[src/rtl/io_timer_pkg.sv]
// Shared I/O map for the DMA I/O bus: block base addresses, timer register offsets
// and CTRL/STATUS bit positions, used by io_timer, io_led and the CPU-side constants.
package io_timer_pkg;

    localparam logic [13:0] IO_TIMER_BASE_ADR = 14'h3E00;
    localparam logic [13:0] IO_LED_BASE_ADR   = 14'h3F00;

    localparam int unsigned IO_TIMER_NUM_REGS = 6;

    typedef enum logic [2:0] {
        REG_CTRL     = 3'd0,
        REG_STATUS   = 3'd1,
        REG_LOAD     = 3'd2,
        REG_COUNT    = 3'd3,
        REG_PRESCALE = 3'd4,
        REG_CAPTURE  = 3'd5
    } io_timer_reg_e;

    localparam int CTRL_EN_BIT         = 0;
    localparam int CTRL_AUTORELOAD_BIT = 1;
    localparam int CTRL_IRQ_EN_BIT     = 2;
    localparam int STATUS_EXPIRED_BIT  = 0;
    localparam int STATUS_CAPTURED_BIT = 1;

    // True when a word address falls inside the timer's register window.
    function automatic logic reg_hit(input logic [13:0] adr, input logic [13:0] base);
        logic [13:0] diff;
        diff = adr - base;
        return (diff < 14'(IO_TIMER_NUM_REGS));
    endfunction

    function automatic logic [2:0] reg_offset(input logic [13:0] adr, input logic [13:0] base);
        logic [13:0] diff;
        diff = adr - base;
        return diff[2:0];
    endfunction

endpackage

[src/rtl/io_timer_prescaler.sv]
// Prescaler for io_timer: emits a one-cycle tick every (prescale+1) enabled cycles.
// The count is held at 0 while disabled, so every 0->1 enable restarts from 0.
module io_timer_prescaler #(
    parameter int PRE_W = 16
) (
    input  logic             clk,
    input  logic             rst,
    input  logic             en,
    input  logic [PRE_W-1:0] prescale,
    output logic             tick
);

    logic [PRE_W-1:0] pre_cnt_q;
    logic [PRE_W-1:0] pre_cnt_d;

    assign tick = en & (pre_cnt_q == prescale);

    // Next prescaler count: hold at zero when disabled, wrap to zero on tick.
    always_comb begin
        pre_cnt_d = pre_cnt_q;
        if (!en) begin
            pre_cnt_d = {PRE_W{1'b0}};
        end else if (tick) begin
            pre_cnt_d = {PRE_W{1'b0}};
        end else begin
            pre_cnt_d = pre_cnt_q + {{(PRE_W-1){1'b0}}, 1'b1};
        end
    end

    // Prescaler count register.
    always_ff @(posedge clk) begin
        if (rst) begin
            pre_cnt_q <= {PRE_W{1'b0}};
        end else begin
            pre_cnt_q <= pre_cnt_d;
        end
    end

endmodule

[src/rtl/io_timer.sv]
// Memory-mapped down-counting timer on the DMA I/O bus with a registered read-data
// daisy-chain contribution and level irq. Optional input capture: IO_TIMER_CAPTURE_EN.
module io_timer
    import io_timer_pkg::*;
#(
    parameter logic [13:0] BASE_ADR = IO_TIMER_BASE_ADR,
    parameter int          PRE_W    = 16
) (
    input  logic        clk,
    input  logic        rst,
    input  logic        dma_io_we,
    input  logic [13:0] dma_io_wadr,
    input  logic [31:0] dma_io_wdata,
    input  logic [13:0] dma_io_radr,
    input  logic [31:0] dma_io_rdata_in,
    output logic [31:0] dma_io_rdata,
    input  logic        cap_in,
    output logic        irq
);

    logic             en_q, en_d;
    logic             autoreload_q, autoreload_d;
    logic             irq_en_q, irq_en_d;
    logic             expired_q, expired_d;
    logic             captured_q, captured_d;
    logic             irq_q, irq_d;
    logic [31:0]      load_q, load_d;
    logic [31:0]      count_q, count_d;
    logic [31:0]      capture_q, capture_d;
    logic [31:0]      own_q, own_d;
    logic [PRE_W-1:0] prescale_q, prescale_d;

    logic       tick_s;
    logic       tick_eff_s;
    logic       count_zero_s;
    logic       expire_set_s;
    logic       cap_edge_s;
    logic       wr_hit_s;
    logic [2:0] wsel_s;
    logic       wr_ctrl_s, wr_status_s, wr_load_s, wr_count_s, wr_prescale_s;
    logic       rd_hit_s;
    logic [2:0] rsel_s;

    io_timer_prescaler #(
        .PRE_W (PRE_W)
    ) u_prescaler (
        .clk      (clk),
        .rst      (rst),
        .en       (en_q),
        .prescale (prescale_q),
        .tick     (tick_s)
    );

`ifdef IO_TIMER_CAPTURE_EN
    logic [2:0] cap_sync_q;

    // Two-flop synchronizer plus one delay flop for rising-edge detection.
    always_ff @(posedge clk) begin
        if (rst) begin
            cap_sync_q <= 3'b000;
        end else begin
            cap_sync_q <= {cap_sync_q[1:0], cap_in};
        end
    end

    assign cap_edge_s = cap_sync_q[1] & ~cap_sync_q[2];
`else
    logic unused_cap_s;
    assign unused_cap_s = cap_in;
    assign cap_edge_s   = 1'b0;
`endif

    assign wr_hit_s      = dma_io_we & reg_hit(dma_io_wadr, BASE_ADR);
    assign wsel_s        = reg_offset(dma_io_wadr, BASE_ADR);
    assign wr_ctrl_s     = wr_hit_s & (wsel_s == REG_CTRL);
    assign wr_status_s   = wr_hit_s & (wsel_s == REG_STATUS);
    assign wr_load_s     = wr_hit_s & (wsel_s == REG_LOAD);
    assign wr_count_s    = wr_hit_s & (wsel_s == REG_COUNT);
    assign wr_prescale_s = wr_hit_s & (wsel_s == REG_PRESCALE);

    assign rd_hit_s = reg_hit(dma_io_radr, BASE_ADR);
    assign rsel_s   = reg_offset(dma_io_radr, BASE_ADR);

    // A COUNT write swallows the whole tick, including any expiry it would cause.
    assign tick_eff_s   = tick_s & ~wr_count_s;
    assign count_zero_s = (count_q == 32'd0);
    assign expire_set_s = tick_eff_s & count_zero_s;

    // Register-file and counter next-state; bus writes take priority over the tick.
    always_comb begin
        en_d         = en_q;
        autoreload_d = autoreload_q;
        irq_en_d     = irq_en_q;
        load_d       = load_q;
        count_d      = count_q;
        prescale_d   = prescale_q;
        capture_d    = capture_q;

        if (wr_ctrl_s) begin
            en_d         = dma_io_wdata[CTRL_EN_BIT];
            autoreload_d = dma_io_wdata[CTRL_AUTORELOAD_BIT];
            irq_en_d     = dma_io_wdata[CTRL_IRQ_EN_BIT];
        end else if (expire_set_s && !autoreload_q) begin
            en_d = 1'b0;
        end else begin
            en_d = en_q;
        end

        if (wr_count_s) begin
            count_d = dma_io_wdata;
        end else if (tick_eff_s && !count_zero_s) begin
            count_d = count_q - 32'd1;
        end else if (expire_set_s && autoreload_q) begin
            count_d = load_q;
        end else begin
            count_d = count_q;
        end

        if (wr_load_s) begin
            load_d = dma_io_wdata;
        end else begin
            load_d = load_q;
        end

        if (wr_prescale_s) begin
            prescale_d = dma_io_wdata[PRE_W-1:0];
        end else begin
            prescale_d = prescale_q;
        end

        if (cap_edge_s) begin
            capture_d = count_q;
        end else begin
            capture_d = capture_q;
        end

        expired_d  = (expired_q & ~(wr_status_s & dma_io_wdata[STATUS_EXPIRED_BIT]))
                   | expire_set_s;
        captured_d = (captured_q & ~(wr_status_s & dma_io_wdata[STATUS_CAPTURED_BIT]))
                   | cap_edge_s;
        irq_d      = expired_q & irq_en_q;
    end

    // Own read-data mux; zero when the read address misses this block.
    always_comb begin
        own_d = 32'd0;
        if (rd_hit_s) begin
            case (rsel_s)
                REG_CTRL:     own_d = {29'd0, irq_en_q, autoreload_q, en_q};
                REG_STATUS:   own_d = {30'd0, captured_q, expired_q};
                REG_LOAD:     own_d = load_q;
                REG_COUNT:    own_d = count_q;
                REG_PRESCALE: own_d = 32'(prescale_q);
                REG_CAPTURE:  own_d = capture_q;
                default:      own_d = 32'd0;
            endcase
        end else begin
            own_d = 32'd0;
        end
    end

    // State registers.
    always_ff @(posedge clk) begin
        if (rst) begin
            en_q         <= 1'b0;
            autoreload_q <= 1'b0;
            irq_en_q     <= 1'b0;
            expired_q    <= 1'b0;
            captured_q   <= 1'b0;
            irq_q        <= 1'b0;
            load_q       <= 32'd0;
            count_q      <= 32'd0;
            capture_q    <= 32'd0;
            own_q        <= 32'd0;
            prescale_q   <= {PRE_W{1'b0}};
        end else begin
            en_q         <= en_d;
            autoreload_q <= autoreload_d;
            irq_en_q     <= irq_en_d;
            expired_q    <= expired_d;
            captured_q   <= captured_d;
            irq_q        <= irq_d;
            load_q       <= load_d;
            count_q      <= count_d;
            capture_q    <= capture_d;
            own_q        <= own_d;
            prescale_q   <= prescale_d;
        end
    end

    assign dma_io_rdata = dma_io_rdata_in | own_q;
    assign irq          = irq_q;

endmodule

[config.mk]
export PLATFORM = sky130hd
export DESIGN_NAME = io_timer
export DESIGN_NICKNAME = d
export VERILOG_FILES = /design/src/rtl/io_timer_pkg.sv /design/src/rtl/io_timer_prescaler.sv /design/src/rtl/io_timer.sv
export SDC_FILE = /design/constraint.sdc
export NUM_CORES = 1
export LEC_CHECK = 0
export ABC_AREA = 1
export CAP_MARGIN = 20
export CORE_ASPECT_RATIO = 0.9
export CORE_MARGIN = 2
export CORE_UTILIZATION = 45
export CTS_CLUSTER_DIAMETER = 40
export DETAILED_ROUTE_END_ITERATION = 12
export PLACE_DENSITY = 0.76
export SYNTH_ARGS = -nofsm -noshare
export SYNTH_HDL_FRONTEND = slang
export SYNTH_HIERARCHICAL = 1
export SYNTH_SLANG_ARGS = --single-unit
[constraint.sdc]
create_clock -name clk -period 4.93 [get_ports clk]
set_input_delay 1.479 -clock clk [delete_from_list [all_inputs] [get_ports clk]]
set_output_delay 1.479 -clock clk [all_outputs]
set_load 0.02 [all_outputs]
==> flow_metrics.env <==
export IMPL_slowest_delay_ps=540
export IMPL_seq_area_frac_synth=0.3366
export IMPL_drt_wl_total_mm=21.47
export IMPL_hold_class="reg2reg"
export IMPL_coreArea_mm2=0.01750
export IMPL_post_dp_hpwl_mm=15.39
export IMPL_required_ps=3450
export IMPL_drt_iter0_markers=715
export IMPL_path_common_cell="clkdlybuf4s50_1"
export IMPL_r2r_end="count_q[11]"
export IMPL_dpl_cell_count=1546
export IMPL_rows=46
export IMPL_drive_gt1_frac=0.1024
export IMPL_path_cells="clkdlybuf4s50_1 > or2_2 > clkdlybuf4s50_1"
export IMPL_fin_crit_ps=4168
export IMPL_drt_first_pass_iters=5
export IMPL_p_leak_nw=4.328
export IMPL_finalHoldViolCount=0
export IMPL_drc=0
export IMPL_setup_viol=0
export IMPL_io_buffer_count=127
export IMPL_synthesis_area_mm2=0.007969
export IMPL_clock_fmax_ghz=0.2399
export IMPL_clock_sinks=134
export IMPL_grt_usage=0.2339
export IMPL_dieArea_mm2=0.01879
export IMPL_vias=7995
export IMPL_cts_root_buf="clkbuf_16"
export IMPL_vias_per_cell=5.067
export IMPL_ctsResizeCount=0
export IMPL_place_ws_ps=757.3
export IMPL_synth_seq_cells=134
export IMPL_crit_family="buffers and inverters"
export IMPL_cts_setup_buffers=0
export IMPL_grt_pass1_wl_mm=34.97
export IMPL_grt_pass1_vias=7304
export IMPL_io_pins=129
export IMPL_yosysUniqueCellTypes=45
export IMPL_power_density_mw_per_mm2=266.5
export IMPL_yosys_warnings=6
export IMPL_grt_overflow_total=0
export IMPL_drv_slew=0
export IMPL_clockBufferDepth=2
export IMPL_grt_max_degree=65
export IMPL_hold_end="captured_q"
export IMPL_r2r_slack_ps=2420
export IMPL_outcome="complete, no violations"
export IMPL_syn2layout_area_growth_pct=24.78
export IMPL_gp_congestion=0.9430
export IMPL_syn_avg_cell_area_um2=6.559
export IMPL_syn_inst=1215
export IMPL_finish_utilization=0.5683
export IMPL_cts_tree="built"
export IMPL_initial_utilization=0.4554
export IMPL_worstSetupPathType="in2out"
export IMPL_min_from="captured_q"
export IMPL_ant_nets=0
export IMPL_maxCapViolCount=0
export IMPL_rsz0062_at_grt="false"
export IMPL_worst_slew_pin_slew_ps=853.2
export IMPL_nNetsFinal=1426
export IMPL_setup_ws_ps=761.7
export IMPL_hold_buffers=0
export IMPL_clk_pin_slew_worst_paths_ps=60
export IMPL_fillers=1716
export IMPL_die_w_um=144.3
export IMPL_cp_arrival_ps=2690
export IMPL_r2r_start="u_prescaler/pre_cnt_q[7]"
export IMPL_cp_slowest_cell="clkdlybuf4s50_1"
export IMPL_setup_tns_ps=0
export IMPL_fin_skew_ps=9.293
export IMPL_antenna_found_initial=0
export IMPL_die_h_um=130.2
export IMPL_clkLatencyLatePin_ps=430
export IMPL_whs_path_depth=2
export IMPL_wl_per_cell_um=13.61
export IMPL_end_kind="output pin"
export IMPL_htreeDepth=4
export IMPL_r2r_cells=12
export IMPL_crit_fanout=1
export IMPL_instances_no_fill=1578
export IMPL_critPathLaunchType="primary input"
export IMPL_worst_path_buf_inv=2
export IMPL_period_share=0.8455
export IMPL_irDropWorstVdd_uv=216.5
export IMPL_slew_headroom=0.4306
export IMPL_syn_num_nets=1316
export IMPL_n_antenna_cell=0
export IMPL_cts_made_buffers=17
## cell usage after synthesis, drive strengths merged
| cell type | instances | area share |
|---|---|---|
| o221ai | 1 | 0.0011 |
| nand4 | 22 | 0.019 |
| nand3b | 7 | 0.0066 |
| buf | 23 | 0.023 |
| nand3 | 79 | 0.058 |
| a21oi | 18 | 0.011 |
| nand2 | 277 | 0.14 |
| a221oi | 1 | 0.0011 |
| or2 | 32 | 0.025 |
| nor3 | 14 | 0.011 |
| o22ai | 5 | 0.0039 |
| dfxtp | 134 | 0.34 |
| a311oi | 1 | 0.0011 |
| ha | 5 | 0.0079 |
| a22oi | 16 | 0.015 |
| clkbuf | 21 | 0.014 |
| nor2 | 281 | 0.14 |
| o21ai | 40 | 0.027 |
| a31oi | 11 | 0.0086 |
| dlymetal6s2s | 1 | 0.0016 |
| xnor2 | 12 | 0.013 |
| o211ai | 1 | 0.00094 |
| a211oi | 37 | 0.036 |
| inv | 152 | 0.072 |
| nor4 | 1 | 0.00079 |
| o21bai | 3 | 0.0028 |
| xor2 | 20 | 0.022 |
## area by class of cell
cell class              instances  area, um2  share of cell area
multi-input cells             884       4415              0.4441
repair buffers                136       1334              0.1341
clock inverters                12      173.9             0.01749
inverters                     152      570.5             0.05738
flip-flops and latches        134       2683              0.2698
well taps                     240      300.3             0.03020
clock buffers                  20      466.7             0.04694
## tightest hold or removal path, stage by stage (launching register included)
cell and delay (ps):
dfxtp_1 310, o211ai_1 80, inv_1 40
## logic make-up (layout without fill, tap and decap cells)
kind of cell             count (synthesis)  after routing  share of synthesized area
AO/OA/AOI/OAI                          134            134                     0.1091
adder cells (fa/ha/maj)                  5              5                   0.007851
XOR/XNOR                                32             32                    0.03517
flip-flops                             134            134                     0.3366
buffers and inverters                  197            320                     0.1102
AND/OR/NAND/NOR                        713            713                     0.4010
## worst max path at each step
| stage | from | endpoint | depth (start not counted) |
|---|---|---|---|
| after global placement | dma_io_rdata_in[24] | dma_io_rdata[24] | 3 |
| after detailed placement | dma_io_rdata_in[3] | dma_io_rdata[3] | 3 |
| after global routing | dma_io_rdata_in[3] | dma_io_rdata[3] | 3 |
| final | dma_io_rdata_in[25] | dma_io_rdata[25] | 3 |
| after floorplan | dma_io_rdata_in[0] | dma_io_rdata[0] | 1 |
| after CTS | dma_io_rdata_in[3] | dma_io_rdata[3] | 3 |
## state kept, by name (all words and copies together), names as in the netlist
signal and flops:
autoreload_q 1, captured_q 1, count_q 32, en_q 1, expired_q 1, irq 1, irq_en_q 1, load_q 32
own_q 32, prescale_q 16, u_prescaler/pre_cnt_q 16
## stage by stage
stage / hold WS [ps] / cell area, um2 / total power (W)
after floorplan: 426.0 / 7969 / 0.001172
after global placement: 460.3 / 9303 / 0.001293
after detailed placement: 462.8 / 9303 / 0.001296
after CTS: 474.6 / 9943 / 0.002661
after global routing: 494.8 / 9943 / 0.002725
final: 475.1 / 9943 / 0.002650
## where the power goes
| group | internal (W) | switching [W] | total [W] |
|---|---|---|---|
| Clock | 0.000884 | 0.000494 | 0.00138 |
| Sequential | 0.00108 | 0.0000000317 | 0.00108 |
| Combinational | 0.000105 | 0.0000840 | 0.000189 |
| Total | 0.00207 | 0.000578 | 0.00265 |
## metal layers
layer  wire length (um)  global-route usage  part of all wire  vias up
met5                  0                   0                 0        -
met4                345             0.07539             0.016        0
met3               1526             0.03817             0.071       30
met2               9525              0.3739              0.44      289
met1              10070              0.3244              0.47     3594
li1                   -                   -                 -     4082
## placed cells by master (no fill, tap or decap), types with 5 or more instances in the layout
cell type,synthesis,routed
nand2_4,5,5
nand2_1,265,265
nor2_1,257,256
a22oi_1,16,16
or2_2,32,32
nor3_1,11,10
dfxtp_1,134,134
clkbuf_16,0,17
o22ai_1,5,5
buf_4,4,9
xor2_1,20,20
nand4_1,21,21
a211oi_1,35,35
a31oi_1,11,11
o21ai_1,7,7
nand3_1,72,72
nand2_2,7,7
xnor2_1,12,12
o21ai_0,29,29
clkdlybuf4s50_1,0,126
nor2_2,20,21
a21oi_1,18,18
ha_1,5,5
nand3b_1,7,7
inv_2,8,8
inv_1,144,144
Note: power is estimated with default switching activity, not from simulation.
